**config.mk**
```make
export PLATFORM = sky130hd
export DESIGN_NAME = clock_monitor_flat
export DESIGN_NICKNAME = d
export VERILOG_FILES = /design/src/rtl/clock_monitor_if.sv /design/src/rtl/clock_monitor.sv /design/src/flat_wrapper.sv
export SDC_FILE = /design/constraint.sdc
export NUM_CORES = 1
export LEC_CHECK = 0
export CAP_MARGIN = 20
export CORE_ASPECT_RATIO = 1.4
export CORE_UTILIZATION = 60
export CTS_BUF_LIST = sky130_fd_sc_hd__clkbuf_4 sky130_fd_sc_hd__clkbuf_8 sky130_fd_sc_hd__clkbuf_16
export DETAILED_ROUTE_END_ITERATION = 10
export HOLD_SLACK_MARGIN = 0.06
export PLACE_DENSITY = 0.76
export SLEW_MARGIN = 20
export SYNTH_ARGS = -nofsm -noshare
export SYNTH_HDL_FRONTEND = slang
export SYNTH_SLANG_ARGS = --single-unit
```
**constraint.sdc**
```tcl
create_clock -name clk -period 6 [get_ports clk]
set_clock_uncertainty 0.15 [all_clocks]
set_input_delay 0.9 -clock clk [delete_from_list [all_inputs] [get_ports clk]]
set_output_delay 0.9 -clock clk [all_outputs]
set_load 0.02 [all_outputs]
```
**src/rtl/clock_monitor_if.sv**
```systemverilog
// Port bundle for clock_monitor: enable and monitored clock in, measurement
// results and status flags out. The optional period history outputs exist
// only when CLKMON_HIST_EN is defined.
interface clock_monitor_if #(
    parameter int CNT_W = 16
);
    logic             en;
    logic             mon_clk;
    logic             meas_valid;
    logic [CNT_W-1:0] meas_period;
    logic [CNT_W-1:0] meas_high;
    logic             period_err;
    logic             duty_err;
    logic             locked;
    logic             lost;
`ifdef CLKMON_HIST_EN
    logic [CNT_W-1:0] per_min;
    logic [CNT_W-1:0] per_max;

    modport master (
        output en, mon_clk,
        input  meas_valid, meas_period, meas_high, period_err, duty_err,
               locked, lost, per_min, per_max
    );
    modport slave (
        input  en, mon_clk,
        output meas_valid, meas_period, meas_high, period_err, duty_err,
               locked, lost, per_min, per_max
    );
`else
    modport master (
        output en, mon_clk,
        input  meas_valid, meas_period, meas_high, period_err, duty_err,
               locked, lost
    );
    modport slave (
        input  en, mon_clk,
        output meas_valid, meas_period, meas_high, period_err, duty_err,
               locked, lost
    );
`endif
endinterface

```
**src/rtl/clock_monitor.sv**
```systemverilog
// clock_monitor: measures period and high time of an asynchronous clock
// (mon_clk) in clk cycles, checks them against expected windows and reports
// lock and loss of clock.
// Optional feature macro: CLKMON_HIST_EN adds per_min/per_max period history.
//
// state   | meaning
// --------+------------------------------------------------------------
// IDLE    | disabled, counters held at 0
// ACQUIRE | enabled, waiting for the first rising edge (no prior edge)
// MEASURE | counting period/high time between rising edges
// LOST    | no rising edge for TIMEOUT cycles; results held
module clock_monitor #(
    parameter int CNT_W      = 16,
    parameter int EXP_PERIOD = 8,
    parameter int PER_TOL    = 1,
    parameter int DUTY_MIN   = 20,
    parameter int DUTY_MAX   = 30,
    parameter int TIMEOUT    = 64,
    parameter int LOCK_CNT   = 4
) (
    input  logic           clk,
    input  logic           rst_n,
    clock_monitor_if.slave mif
);

    localparam int PW     = CNT_W + 7;
    localparam int GOOD_W = $clog2(LOCK_CNT + 1);

    // Lower bound clamps at zero when the tolerance exceeds the nominal period
    localparam logic [CNT_W-1:0] PER_LO =
        (EXP_PERIOD > PER_TOL) ? CNT_W'(EXP_PERIOD - PER_TOL) : '0;
    localparam logic [CNT_W-1:0]  PER_HI   = CNT_W'(EXP_PERIOD + PER_TOL);
    localparam logic [CNT_W-1:0]  TMO      = CNT_W'(TIMEOUT);
    localparam logic [CNT_W-1:0]  CNT_ONE  = CNT_W'(1);
    localparam logic [GOOD_W-1:0] GOOD_MAX = GOOD_W'(LOCK_CNT);
    localparam logic [GOOD_W-1:0] GOOD_ONE = GOOD_W'(1);
    localparam logic [PW-1:0]     K100     = PW'(100);
    localparam logic [PW-1:0]     KMIN     = PW'(DUTY_MIN);
    localparam logic [PW-1:0]     KMAX     = PW'(DUTY_MAX);

    typedef enum logic [1:0] {
        IDLE    = 2'd0,
        ACQUIRE = 2'd1,
        MEASURE = 2'd2,
        LOST    = 2'd3
    } state_t;

    state_t state_q, state_d;

    logic s1_q, s2_q, s3_q;
    logic rise;
    logic capture;

    logic [CNT_W-1:0]  per_cnt_q, per_cnt_d;
    logic [CNT_W-1:0]  high_cnt_q, high_cnt_d;
    logic [CNT_W-1:0]  meas_period_q, meas_period_d;
    logic [CNT_W-1:0]  meas_high_q, meas_high_d;
    logic              meas_valid_q, meas_valid_d;
    logic              period_err_q, period_err_d;
    logic              duty_err_q, duty_err_d;
    logic              locked_q, locked_d;
    logic              lost_q, lost_d;
    logic [GOOD_W-1:0] good_cnt_q, good_cnt_d;

    logic [CNT_W-1:0]  per_inc, high_inc;
    logic [GOOD_W-1:0] good_inc;
    logic [PW-1:0]     high_x100, duty_lo_lim, duty_hi_lim;
    logic              per_err_now, duty_err_now;

    // Two-flop synchronizer for mon_clk plus an edge-detect flop
    always_ff @(posedge clk or negedge rst_n) begin
        if (!rst_n) begin
            s1_q <= 1'b0;
            s2_q <= 1'b0;
            s3_q <= 1'b0;
        end else begin
            s1_q <= mif.mon_clk;
            s2_q <= s1_q;
            s3_q <= s2_q;
        end
    end

    assign rise    = s2_q & ~s3_q;
    assign capture = mif.en && (state_q == MEASURE) && rise;

    assign per_inc  = (&per_cnt_q)  ? per_cnt_q  : per_cnt_q + CNT_ONE;
    assign high_inc = (&high_cnt_q) ? high_cnt_q : high_cnt_q + CNT_ONE;
    assign good_inc = (good_cnt_q == GOOD_MAX) ? good_cnt_q : good_cnt_q + GOOD_ONE;

    // Errors are judged on the counts about to be captured, so the flags
    // appear in the same cycle as meas_valid.
    assign high_x100    = PW'(high_cnt_q) * K100;
    assign duty_lo_lim  = PW'(per_cnt_q) * KMIN;
    assign duty_hi_lim  = PW'(per_cnt_q) * KMAX;
    assign per_err_now  = (per_cnt_q < PER_LO) || (per_cnt_q > PER_HI);
    assign duty_err_now = (high_x100 < duty_lo_lim) || (high_x100 > duty_hi_lim);

    // Next-state and result logic; disable overrides every state
    always_comb begin
        state_d       = state_q;
        per_cnt_d     = per_cnt_q;
        high_cnt_d    = high_cnt_q;
        meas_period_d = meas_period_q;
        meas_high_d   = meas_high_q;
        meas_valid_d  = 1'b0;
        period_err_d  = period_err_q;
        duty_err_d    = duty_err_q;
        locked_d      = locked_q;
        lost_d        = lost_q;
        good_cnt_d    = good_cnt_q;

        if (!mif.en) begin
            state_d      = IDLE;
            per_cnt_d    = '0;
            high_cnt_d   = '0;
            period_err_d = 1'b0;
            duty_err_d   = 1'b0;
            locked_d     = 1'b0;
            lost_d       = 1'b0;
            good_cnt_d   = '0;
        end else begin
            case (state_q)
                IDLE: begin
                    per_cnt_d  = '0;
                    high_cnt_d = '0;
                    state_d    = ACQUIRE;
                end
                ACQUIRE: begin
                    if (rise) begin
                        per_cnt_d  = CNT_ONE;
                        high_cnt_d = CNT_ONE;
                        state_d    = MEASURE;
                    end
                end
                MEASURE: begin
                    if (rise) begin
                        // A rise on the timeout cycle still counts as a measurement
                        meas_period_d = per_cnt_q;
                        meas_high_d   = high_cnt_q;
                        meas_valid_d  = 1'b1;
                        period_err_d  = per_err_now;
                        duty_err_d    = duty_err_now;
                        if (per_err_now || duty_err_now) begin
                            good_cnt_d = '0;
                            locked_d   = 1'b0;
                        end else begin
                            good_cnt_d = good_inc;
                            locked_d   = (good_inc == GOOD_MAX);
                        end
                        per_cnt_d  = CNT_ONE;
                        high_cnt_d = CNT_ONE;
                    end else if (per_cnt_q >= TMO) begin
                        state_d    = LOST;
                        lost_d     = 1'b1;
                        locked_d   = 1'b0;
                        good_cnt_d = '0;
                    end else begin
                        per_cnt_d = per_inc;
                        if (s2_q) begin
                            high_cnt_d = high_inc;
                        end
                    end
                end
                LOST: begin
                    if (rise) begin
                        lost_d     = 1'b0;
                        per_cnt_d  = CNT_ONE;
                        high_cnt_d = CNT_ONE;
                        state_d    = MEASURE;
                    end
                end
                default: state_d = IDLE;
            endcase
        end
    end

    // State and result registers
    always_ff @(posedge clk or negedge rst_n) begin
        if (!rst_n) begin
            state_q       <= IDLE;
            per_cnt_q     <= '0;
            high_cnt_q    <= '0;
            meas_period_q <= '0;
            meas_high_q   <= '0;
            meas_valid_q  <= 1'b0;
            period_err_q  <= 1'b0;
            duty_err_q    <= 1'b0;
            locked_q      <= 1'b0;
            lost_q        <= 1'b0;
            good_cnt_q    <= '0;
        end else begin
            state_q       <= state_d;
            per_cnt_q     <= per_cnt_d;
            high_cnt_q    <= high_cnt_d;
            meas_period_q <= meas_period_d;
            meas_high_q   <= meas_high_d;
            meas_valid_q  <= meas_valid_d;
            period_err_q  <= period_err_d;
            duty_err_q    <= duty_err_d;
            locked_q      <= locked_d;
            lost_q        <= lost_d;
            good_cnt_q    <= good_cnt_d;
        end
    end

    assign mif.meas_valid  = meas_valid_q;
    assign mif.meas_period = meas_period_q;
    assign mif.meas_high   = meas_high_q;
    assign mif.period_err  = period_err_q;
    assign mif.duty_err    = duty_err_q;
    assign mif.locked      = locked_q;
    assign mif.lost        = lost_q;

`ifdef CLKMON_HIST_EN
    logic [CNT_W-1:0] per_min_q, per_min_d;
    logic [CNT_W-1:0] per_max_q, per_max_d;

    // Running min/max of captured periods since enable rose
    always_comb begin
        per_min_d = per_min_q;
        per_max_d = per_max_q;
        if (!mif.en) begin
            per_min_d = '1;
            per_max_d = '0;
        end else if (capture) begin
            if (per_cnt_q < per_min_q) per_min_d = per_cnt_q;
            if (per_cnt_q > per_max_q) per_max_d = per_cnt_q;
        end
    end

    // History registers; min starts at all-ones so the first capture wins
    always_ff @(posedge clk or negedge rst_n) begin
        if (!rst_n) begin
            per_min_q <= '1;
            per_max_q <= '0;
        end else begin
            per_min_q <= per_min_d;
            per_max_q <= per_max_d;
        end
    end

    assign mif.per_min = per_min_q;
    assign mif.per_max = per_max_q;
`endif

endmodule

```
**src/flat_wrapper.sv**
```systemverilog
// flat-port wrapper written by rule: the top's interface ports become plain ports
module clock_monitor_flat 
#(
    parameter int CNT_W      = 16,
    parameter int EXP_PERIOD = 8,
    parameter int PER_TOL    = 1,
    parameter int DUTY_MIN   = 20,
    parameter int DUTY_MAX   = 30,
    parameter int TIMEOUT    = 64,
    parameter int LOCK_CNT   = 4
)
  (clk, rst_n, mif_en, mif_mon_clk, mif_meas_valid, mif_meas_period, mif_meas_high, mif_period_err, mif_duty_err, mif_locked, mif_lost);
  clock_monitor_if #(.CNT_W(CNT_W)) mif_i ();
  input  logic clk;
  input  logic rst_n;
  input wire logic [$bits(mif_i.en)-1:0] mif_en;
  input wire logic [$bits(mif_i.mon_clk)-1:0] mif_mon_clk;
  output wire logic [$bits(mif_i.meas_valid)-1:0] mif_meas_valid;
  output wire logic [$bits(mif_i.meas_period)-1:0] mif_meas_period;
  output wire logic [$bits(mif_i.meas_high)-1:0] mif_meas_high;
  output wire logic [$bits(mif_i.period_err)-1:0] mif_period_err;
  output wire logic [$bits(mif_i.duty_err)-1:0] mif_duty_err;
  output wire logic [$bits(mif_i.locked)-1:0] mif_locked;
  output wire logic [$bits(mif_i.lost)-1:0] mif_lost;
  assign mif_i.en = mif_en;
  assign mif_i.mon_clk = mif_mon_clk;
  assign mif_meas_valid = mif_i.meas_valid;
  assign mif_meas_period = mif_i.meas_period;
  assign mif_meas_high = mif_i.meas_high;
  assign mif_period_err = mif_i.period_err;
  assign mif_duty_err = mif_i.duty_err;
  assign mif_locked = mif_i.locked;
  assign mif_lost = mif_i.lost;
  clock_monitor #(.CNT_W(CNT_W), .EXP_PERIOD(EXP_PERIOD), .PER_TOL(PER_TOL), .DUTY_MIN(DUTY_MIN), .DUTY_MAX(DUTY_MAX), .TIMEOUT(TIMEOUT), .LOCK_CNT(LOCK_CNT)) u_core (.clk(clk), .rst_n(rst_n), .mif(mif_i));
endmodule
```
Word-level counts from Yosys, hierarchy flattened
Cells that the tools add are included.
Widths: inputs -> output; s select.
Storage, ports and cells
  bits in registers: 77
  output and inout port bits: 37
  logic and storage cells: 100
Cells by class
  order comparisons: 5
  bitwise gates (word level): 2
  eq/ne operators: 17
  add/subtract/negate cells: 3
  muxes and demuxes: 42
  multipliers: 3
  reductions and logical operators: 14
Operator list (count)
  $mux 16: 10
  $pmux 16 s3: 2
  $add 16x1->16 const B: 2
  $reduce_and 16->1: 2
  $gt 23x21->1: 1
  $lt 23x21->1: 1
  $mul 16x5->21 const B: 1
  $mul 16x4->20 const B: 1
  $mul 16x3->19 const B: 1
  $mux 1: 18
  $mux 3: 6
  $ge 16x7->1 const B: 1
  $gt 16x4->1 const B: 1
  $lt 16x3->1 const B: 1
  $ne 4x3->1 const B: 3
  $reduce_and 3->1: 3
  $mux 2: 4
  $reduce_and 4->1: 2
  $eq 3x3->1 const B: 2
  $ne 3x1->1 const B: 2
  $ne 3x2->1 const B: 2
  $ne 3x3->1 const B: 2
  $pmux 2 s3: 1
  $eq 2x2->1 const B: 2
  other kinds (11): 15

Depth between registers and ports, before layout
Gate-level depths: netlist of run 1.
  depth in word-level cells: 8
  depth in mapped cells: 23
  gate-level depth less buffers: 23

Least setup slack after synthesis of run 1
No wires, ideal clock.
  path kind: reg-to-reg
  start point: register u_core.per_cnt_q[3]
  end point: register u_core.good_cnt_q[2]
  clock period less this slack: 5.460 ns
  data required time: 5.785 ns
  path buffers: 0
  setup time: 0.065 ns
  slack: 0.540 ns
  data arrival time: 5.245 ns
  stages on the path, launching flop included: 23
  path through: dfrtp_1 -> inv_1 -> fa_1 -> fa_1 -> inv_1 -> ha_1 -> nor2b_1 -> o31a_1 -> o211ai_1 -> nand2_1 -> a2111o_1 -> nand3_1 -> and4_1 -> nor3_1 -> ha_1 -> nand4_1 -> nor4_1 -> nand2_1 -> a311o_1 -> a211oi_2 -> nand4b_4 -> nor4_2 -> o22a_1
Between the ends
  longest elaborated chain between the ends: 8
RTL lines
  start: declaration: line clock_monitor.sv:54  | logic [CNT_W-1:0] per_cnt_q, per_cnt_d;
  start signal: assignment: line clock_monitor.sv:193  | per_cnt_q <= per_cnt_d;
  $mul 16x3->19 / $mul 16x4->20 (equally long branches): line clock_monitor.sv:93, clock_monitor.sv:94
  $lt 23x21->1 / $gt 23x21->1 (equally long branches): line clock_monitor.sv:96  | assign duty_err_now = (high_x100 < duty_lo_lim) || (high_x100 > duty_hi_lim);
  $logic_or 1x1->1: line clock_monitor.sv:96
  $logic_or 1x1->1: line clock_monitor.sv:143  | if (per_err_now || duty_err_now) begin
  $mux 3: line clock_monitor.sv:143
  $mux 3: line clock_monitor.sv:136  | if (rise) begin
  $mux 3: line clock_monitor.sv:122  | case (state_q)
  $mux 3: line clock_monitor.sv:112  | if (!mif.en) begin
  end signal: assignment: line clock_monitor.sv:202  | good_cnt_q <= good_cnt_d;
  end: declaration: line clock_monitor.sv:63  | logic [GOOD_W-1:0] good_cnt_q, good_cnt_d;
Several ways; a longest one is shown, not always the timed one. The select of a mux whose other input is x is not followed.
A chain may end at the register's enable or synchronous reset.

Worst setup path in the final report of run 1
  start point: register u_core.per_cnt_q[5]
  end point: register u_core.good_cnt_q[2]
Same word-level chain as after synthesis.

==> results.cfg, run 1 <==
[status]
status = finished, final reports clean

[timing]
post-route-period-util_pct = 93.1
worst_pin_slew_ns = 0.972
finalHoldViolCount = 0
setup_viol_count_final = 0
fmax_ghz = 0.179
period_needed_ns = 5.59
rsz0062_at_grt = false
finalSetupTns_ns = 0
drv_slew = 0
slew_headroom_pct = 35.2
setup_ws_ns = 0.414

[clock_tree]
clk_latency_ns = 0.36
root_buffer = clkbuf_16
cts.sinks = 77
cts_hold_buf = 0
htreeDepth = 3
clockBufferDepth = 2
cts_buffers = 9
cts_tree = built
clk_pin_slew_ns = 0.07

[setup_path]
rr_worst_depth = 21
critical_path_class = register to register
r2r_start = u_core.per_cnt_q[5]
worst_path_max_delay_cell = fa_1
reg2reg_to = u_core.good_cnt_q[2]
worstPathMaxFanout = 6
cp_cell_sequence = clkinvlp_4 -> fa_1 -> fa_1 -> inv_1 -> ha_1 -> nand2_1 -> o211ai_1 -> nand3_1 -> and3_1 -> o41ai_1 -> a21oi_1 -> xor2_1 -> ha_1 -> nand4_1 -> nor4_2 -> nand2_1 -> a311o_1 -> a211oi_2 -> nand4b_4 -> nor4_4 -> o22a_1
rrSetupSlack_ns = 0.41
critPathMaxStageDelay_ns = 0.54
crit_required_ns = 6.15
crit_arrival_ns = 5.73
cp-end-kind = register
cp-start-kind = register

[finish]
seqCellArea_sq_um = 1930
nets = 1246
fin_cells = 1219
multi_input_area_sq_um = 6220
area_growth_pct = 12.6
layout-drive-gt1-share_pct = 7.06
n_antenna_cell = 0
final_util_pct = 69.7
num-fill-cells = 1107

[worst_hold_path]
min_path_cells = 0
hp-class = register to register
hp-start = u_core.s1_q
hold-path-endpoint = u_core.s2_q

[power_and_ir_drop]
pwr-share-clk_pct = 46.1
p_seq_share_pct = 45.0
power_leakage_uw = 0.00506
net-switching-power_uw = 327
p_comb_share_pct = 8.8
internal_power_uw = 851
power_density_nw_per_um2 = 121
swShare_pct = 27.8
worst_ir_drop_vdd_v = 0.000132

[logic_synthesis]
synth.avg_cell_area_sq_um = 8.91
yosysUniqueCellTypes = 59
synth-main-ff-cell = dfrtp_1
syn-num-nets = 1188
synth_top_area_share_pct = 24.9
synth-seq-cells = 77
synth_top_area_cell = ha_1
netlist_area_sq_um = 8660
yosys.cell_count.top_type = ha_1
synth_commonest_cells = 172 x ha_1, 122 x inv_1, 85 x nand2_1, 77 x dfrtp_1, 69 x o21ai_0
async_reset_ff_share_pct = 100
synth_edf_count = 0
synthCells = 971
ys_seq_area_share_pct = 22.3
ys_warn_count = 0
synth_area_leaders = ha_1 25%, dfrtp_1 22%, fa_1 9.5%, inv_1 5.3%, o21ai_0 4.0%

[die]
dieArea_sq_um = 14900
rows = 51
core_area_sq_um = 14000
die_x_um = 104
fp.dieH_um = 144
io_pins = 41
start_util_pct = 61.9

[grt]
grt_pass1_wl_um = 32600
grt_start_max_net_pins = 78
antenna_found_initial = 0
globalRouteTotalUtil_pct = 27.8
gr-total-overflow = 0
grt_pass1_vias = 6969

[place]
numPortBuffers = 40
dp_hpwl_um = 15500
pre_cts_slack_ns = 0.273
dp_cells = 1191
gp_congestion = 0.917

[route]
drt-pass1-iter-count = 5
dr_total_vias = 7098
wl_per_cell_um = 16.1
ant_nets = 0
vias_per_cell = 5.82
drt-initial-drc-count = 196
drc = 0
drt-total-wl_um = 19600

[flow_run]
cap_violations = 0
[layer usage]
metal	GRT usage [%]	routed length (um)	vias up
met5	0	0	-
met4	16.9	1120	0
met3	3.42	493	56
met2	50.8	9910	126
met1	31.0	8090	3423
li1	-	-	3493
[state kept, by name, summed over array words and instances, names as in the netlist, 2 cells and up]
| register | flops |
|---|---|
| u_core.state_q | 2 |
| u_core.mif.meas_period | 16 |
| u_core.per_cnt_q | 16 |
| u_core.good_cnt_q | 3 |
| u_core.mif.meas_high | 16 |
| u_core.high_cnt_q | 16 |
[placed cells by master, fill, tap and decap left out, drive strengths merged, types with 9 or more instances in the layout]
master,n
o211ai,11
clkdlybuf4s50,39
and3,12
nand2b,13
nor4,9
inv,121
dfrtp,77
o21a,9
nor3,13
o21ai,73
nor2,50
clkbuf,9
a211oi,11
a21o,14
xnor2,35
nand3,28
xor2,19
a21oi,53
buf,27
ha,172
nand4,10
fa,41
nand2,85
or3,10
[power groups by stage]
stage               registers [uW]  logic, uW  clock network [uW]
finish                         530        104                 543
global route                   531        115                 575
CTS                            530        105                 558
detailed placement             540        104                   0
global placement               540        103                   0
floorplan                      539       63.3                   0
[area by class of cell]
class / count / share of cell area, %
tap: 185 / 2.38
timing repair buffer: 66 / 6.09
multi-input combinational: 753 / 63.9
clock inverter: 7 / 0.693
inverter: 122 / 4.85
clock buffer: 9 / 2.31
sequential: 77 / 19.8
[cells by family (layout without fill, tap and decap cells)]
family	Yosys count	after routing	synth area share (%)
simple gates	260	260	14.8
compound gates	218	218	15.9
fa+ha+maj	213	213	34.3
buf+inv	141	204	6.19
flops	77	77	22.3
xor+xnor	54	54	5.46
mux	8	8	1.03
[through the flow]
stage                     hold WS [ns]  instance area [sq um]  total power (uW)
after CTS                        0.206                   9610              1190
after floorplan                  0.181                   8660               602
after global routing             0.216                   9740              1220
after global placement           0.182                   9320               643
final                            0.201                   9740              1180
after detailed placement         0.190                   9320               644
[critical path, delay by kind of cell, from the launching register on]
family | cells | cell delay (ns)
adders and majority gates | 4 | 1.72
and+or+nand+nor | 8 | 1.30
buffers and inverters | 2 | 0.26
AOI/OAI and AO/OA | 6 | 1.47
xor gates and xnor gates | 1 | 0.16
DFF | 1 | 0.46
[worst max-delay path by stage]
| stage | from | endpoint | slack, ns | depth (start not counted) |
|---|---|---|---|---|
| after global routing | u_core.per_cnt_q[5] | u_core.good_cnt_q[2] | 0.004 | 21 |
| final | u_core.per_cnt_q[5] | u_core.good_cnt_q[2] | 0.41 | 21 |
| after CTS | u_core.per_cnt_q[8] | u_core.good_cnt_q[2] | 0.20 | 22 |
| after global placement | u_core.per_cnt_q[2] | u_core.good_cnt_q[2] | 0.34 | 22 |
| after detailed placement | u_core.per_cnt_q[1] | u_core.good_cnt_q[2] | 0.27 | 22 |
| after floorplan | u_core.per_cnt_q[3] | u_core.good_cnt_q[2] | 0.54 | 22 |
[repair_timing]
item,in CTS,in global routing
setup endpoints to repair,0,5
resized for setup,0,13
setup buffers,0,12
No activity file was read; power rests on OpenSTA's default activity.
==> inputs of run 2 (changes only) <==
Settings changed: CORE_MARGIN set to 8.
==> run 2 against run 1 <==
Net effect:
- critical path depth up 1
- utilization down 1.4 points
- wire length up 3.4%
- first-iteration DRC count up 71%
- worst setup slack worse by 0.099 ns
- combinational power about the same
- highest routed layer unchanged
==> results.cfg, run 2 (synthesized netlist as in run 1, its figures left out) <==
[clock_tree]
clk_pin_slew_ns = 0.07
htreeDepth = 3
cts_tree = built
clk_latency_ns = 0.36
cts_hold_buf = 0
cts.sinks = 77
root_buffer = clkbuf_16
clockBufferDepth = 2
cts_buffers = 9

[setup_path]
rrSetupSlack_ns = 0.31
r2r_start = u_core.per_cnt_q[4]
crit_required_ns = 6.15
cp-start-kind = register
reg2reg_to = u_core.good_cnt_q[2]
worstPathMaxFanout = 6
rr_worst_depth = 22
cp-end-kind = register
critical_path_class = register to register
crit_arrival_ns = 5.84

[place]
numPortBuffers = 40
gp_congestion = 0.901
dp_hpwl_um = 15900
dp_cells = 1194
pre_cts_slack_ns = 0.229

[die]
rows = 52
fp.dieH_um = 158
io_pins = 41
start_util_pct = 60.5
die_x_um = 118
dieArea_sq_um = 18600
core_area_sq_um = 14300

[finish]
nets = 1249
n_antenna_cell = 0
fin_cells = 1226
final_common_cell = ha_1
final_cell_mix = 172 x ha_1, 113 x inv_1, 84 x nand2_1
final_util_pct = 68.4
layout-drive-gt1-share_pct = 7.71
area_growth_pct = 13.1

[route]
drt-total-wl_um = 20300
ant_nets = 0
dr_total_vias = 7134
wl_per_cell_um = 16.5
drc = 0
drt-initial-drc-count = 335
drt-pass1-iter-count = 5
vias_per_cell = 5.82

[status]
status = finished, final reports clean

[timing]
setup_ws_ns = 0.315
finalSetupTns_ns = 0
drv_slew = 0
post-route-period-util_pct = 94.8
slew_headroom_pct = 36.9
fmax_ghz = 0.176
finalHoldViolCount = 0
period_needed_ns = 5.69
setup_viol_count_final = 0
worst_pin_slew_ns = 0.946

[grt]
grt_pass1_vias = 7129
gr-total-overflow = 0
antenna_found_initial = 0
grt_start_max_net_pins = 78
grt_pass1_wl_um = 33700
globalRouteTotalUtil_pct = 22.4

[worst_hold_path]
hp-start = u_core.s1_q
min_path_cells = 0
hp-class = register to register
hold-path-endpoint = u_core.s2_q

[power_and_ir_drop]
power_density_nw_per_um2 = 124
worst_ir_drop_vdd_v = 0.000129
power_uw = 1210
power_leakage_uw = 0.00506

[flow_run]
cap_violations = 0
[run 2: cell count changes in the layout (fill, tap and decap cells not counted)]
cell | previous run | this run
buf_4 | 27 | 30
nor4_4 | 1 | 0
dfrtp_1 | 74 | 72
nor4_2 | 2 | 3
clkinv_8 | 1 | 0
dfrtp_2 | 3 | 5
inv_8 | 0 | 1
inv_6 | 3 | 2
clkinv_4 | 2 | 0
clkinvlp_4 | 5 | 9
inv_1 | 115 | 113
bufinv_16 | 0 | 1
[run 2: critical path, cell delays in order (launching register included)]
cell and delay (ns):
dfrtp_1 0.45, inv_2 0.14, fa_1 0.45, fa_1 0.52, inv_1 0.04, ha_1 0.33
o21a_1 0.14, a21oi_1 0.10, o211ai_1 0.28, nand3_1 0.16, and3_1 0.19, o41ai_1 0.34
a21oi_1 0.14, xor2_1 0.16, ha_1 0.30, nand4_1 0.13, nor4_2 0.31, nand2_1 0.09
a311o_1 0.31, a211oi_2 0.29, nand4b_4 0.20, nor4_2 0.24, o22a_1 0.16
[run 2: worst max path at each step]
stage	from	to	slack (ns)	cells past startpoint
floorplan	u_core.per_cnt_q[3]	u_core.good_cnt_q[2]	0.54	22
global placement	u_core.per_cnt_q[2]	u_core.good_cnt_q[2]	0.35	22
detailed placement	u_core.per_cnt_q[5]	u_core.good_cnt_q[2]	0.23	22
CTS	u_core.per_cnt_q[8]	u_core.good_cnt_q[2]	0.18	22
global route	u_core.per_cnt_q[5]	u_core.good_cnt_q[2]	-0.06	21
finish	u_core.per_cnt_q[4]	u_core.good_cnt_q[2]	0.31	22
[run 2: area by class of cell]
cell class | count | area, sq um
tap | 189 | 236
sequential | 77 | 1930
timing repair buffer | 69 | 616
inverter | 122 | 480
clock buffer | 9 | 225
clock inverter | 7 | 81.3
multi-input combinational | 753 | 6210
fill | 1166 | 4530
[run 2: power by group]
part / total [uW] / switching [uW] / internal [uW]
Sequential: 531 / 7.28 / 524
Combinational: 106 / 66.7 / 38.8
Clock: 576 / 248 / 328
Total: 1210 / 322 / 890
[run 2: metal layers]
layer	vias to the layer above	wire length, um	global-route usage [%]
met5	-	0	0
met3	45	739	3.71
met2	157	10700	42.1
met1	3430	8170	24.4
li1	3502	-	-
met4	0	680	9.85
[run 2: per-stage QoR]
step / hold WS, ns / area [sq um]
floorplan: 0.181 / 8660
global placement: 0.182 / 9310
detailed placement: 0.185 / 9310
CTS: 0.200 / 9620
global route: 0.221 / 9790
finish: 0.200 / 9790
[run 2: repair_timing]
item	in CTS	in global routing
buffers inserted	0	16
resized for setup	0	16
setup endpoints to repair	0	5
==> inputs of run 3 (changes only) <==
Settings changed: CORE_UTILIZATION 60 to 55, PLACE_DENSITY 0.76 to 0.71.
==> run 3 against run 2 <==
Net effect:
- final cell count is the same
- wire length up 0.54%
- die area increased by 8.0%
- count of clock-buffer cells in the layout unchanged
- combinational power about the same
- total power up 4.1%
- first-iteration DRC count increased by 12%
- critical endpoint unchanged
- largest cell class unchanged
- highest routed layer unchanged
==> results.cfg, run 3 (synthesized netlist as in run 1, its figures left out) <==
[status]
status = finished, final reports clean

[route]
drt-total-wl_um = 20400
drt-pass1-iter-count = 6
vias_per_cell = 5.70
wl_per_cell_um = 16.6
ant_nets = 0
drc = 0
drt-initial-drc-count = 374
dr_total_vias = 6994

[clock_tree]
clk_latency_ns = 0.36
htreeDepth = 3
root_buffer = clkbuf_16
clk_pin_slew_ns = 0.07
cts_buffers = 9
clockBufferDepth = 2
cts_hold_buf = 0
cts_tree = built
cts.sinks = 77

[grt]
globalRouteTotalUtil_pct = 20.9
grt_pass1_wl_um = 33400
antenna_found_initial = 0
gr-total-overflow = 0
grt_pass1_vias = 7014
grt_start_max_net_pins = 78

[worst_hold_path]
hp-class = register to register

[place]
gp_congestion = 0.896
numPortBuffers = 40
dp_hpwl_um = 16100
post_dp_cell_area_sq_um = 9320

[finish]
final_cell_mix = 172 x ha_1, 117 x inv_1, 84 x nand2_1
n_antenna_cell = 0
fin_area_sq_um = 9750
layout-drive-gt1-share_pct = 6.21
nets = 1242
final_common_cell = ha_1
area_growth_pct = 12.6

[die]
dieArea_sq_um = 20100
io_pins = 41
die_x_um = 122
core_area_sq_um = 15500
fp.dieH_um = 164
rows = 54
start_util_pct = 55.9

[timing]
slew_headroom_pct = 39.0
period_needed_ns = 5.61
finalHoldViolCount = 0
setup_viol_count_final = 0
drv_slew = 0
finalSetupTns_ns = 0
fmax_ghz = 0.178
rsz0062_at_grt = false
post-route-period-util_pct = 93.5
worst_pin_slew_ns = 0.910

[setup_path]
critical_path_class = register to register
cp-end-kind = register
worstPathMaxFanout = 6
cp-start-kind = register
crit_arrival_ns = 5.75
crit_required_ns = 6.14

[flow_run]
cap_violations = 0

[power_and_ir_drop]
power_leakage_uw = 0.00506
power_density_nw_per_um2 = 129
worst_ir_drop_vdd_v = 0.000220
==> run 3: cell count changes in the layout (fill, tap and decap cells not counted) <==
cell        change
inv_2           -1
buf_4           -8
inv_1           +4
buf_6           +1
clkinv_4        +1
clkinvlp_4      -5
nor4_2          -1
dfrtp_1         +4
nor4_1          +1
dfrtp_2         -4
bufinv_16       +1
==> run 3: power breakdown <==
part           switching, uW  internal [uW]
clock                    256            372
sequential              6.81            524
combinational           65.0           38.9
total                    328            934
==> run 3: repair_timing <==
action / CTS / global route
setup buffers: 0 / 9
hold endpoints to repair: 0 / 0
gates resized for setup: 0 / 7
setup endpoints to repair: 0 / 5
==> run 3: cell type report <==
| class | count | area, sq um |
|---|---|---|
| multi-input combinational | 753 | 6210 |
| fill | 1317 | 5730 |
| clock buffer | 9 | 225 |
| sequential | 77 | 1930 |
| tap | 196 | 245 |
| inverter | 122 | 469 |
| clock inverter | 7 | 105 |
| timing repair buffer | 62 | 567 |
==> run 3: metrics by stage <==
stage	setup WS (ns)	hold slack (ns)	cells	total power (uW)	util [%]
2_1_floorplan	0.540	0.181	971	602	-
3_3_place_gp	0.344	0.183	1201	643	60.2
3_5_place_dp	0.238	0.193	1201	645	60.2
4_1_cts	0.164	0.209	1217	1270	62.4
5_1_grt	0.0531	0.223	1226	1310	63.0
6_report	0.391	0.203	1226	1260	63.0
==> run 3: per-layer routing <==
layer	routed length, um	up-vias	global-route usage (%)
met5	0	-	0
met4	957	0	11.1
met2	10300	140	37.4
met3	569	51	2.77
met1	8510	3318	23.4
li1	-	3485	-
==> run 3: path summary, 6_finish.rpt <==
path	from	endpoint	slack, ns	cells after the start
worst max-delay path	u_core.per_cnt_q[1]	u_core.good_cnt_q[2]	0.39	22
worst min-delay path	u_core.s1_q	u_core.s2_q	0.20	0
worst max register to register	u_core.per_cnt_q[1]	u_core.good_cnt_q[2]	0.39	22
worst min register to register	u_core.s1_q	u_core.s2_q	0.20	0
max in group asynchronous	rst_n	u_core.per_cnt_q[1]	4.78	1
min in group asynchronous	rst_n	u_core.mif.lost	0.42	1
==> run 3: worst max-delay path, stage by stage (launching register included) <==
cell      delay (ns)
dfrtp_2         0.43
inv_1           0.10
fa_1            0.50
fa_1            0.51
inv_1           0.05
ha_1            0.34
nor2b_1         0.16
o31a_1          0.27
o211ai_1        0.18
nand2_1         0.12
a2111o_1        0.43
nand3_1         0.14
and4_1          0.20
nor3_1          0.05
ha_1            0.30
nand4_1         0.14
nor4_2          0.21
nand2_1         0.08
a311o_1         0.30
a211oi_2        0.27
nand4b_4        0.19
nor4_2          0.25
o22a_1          0.15
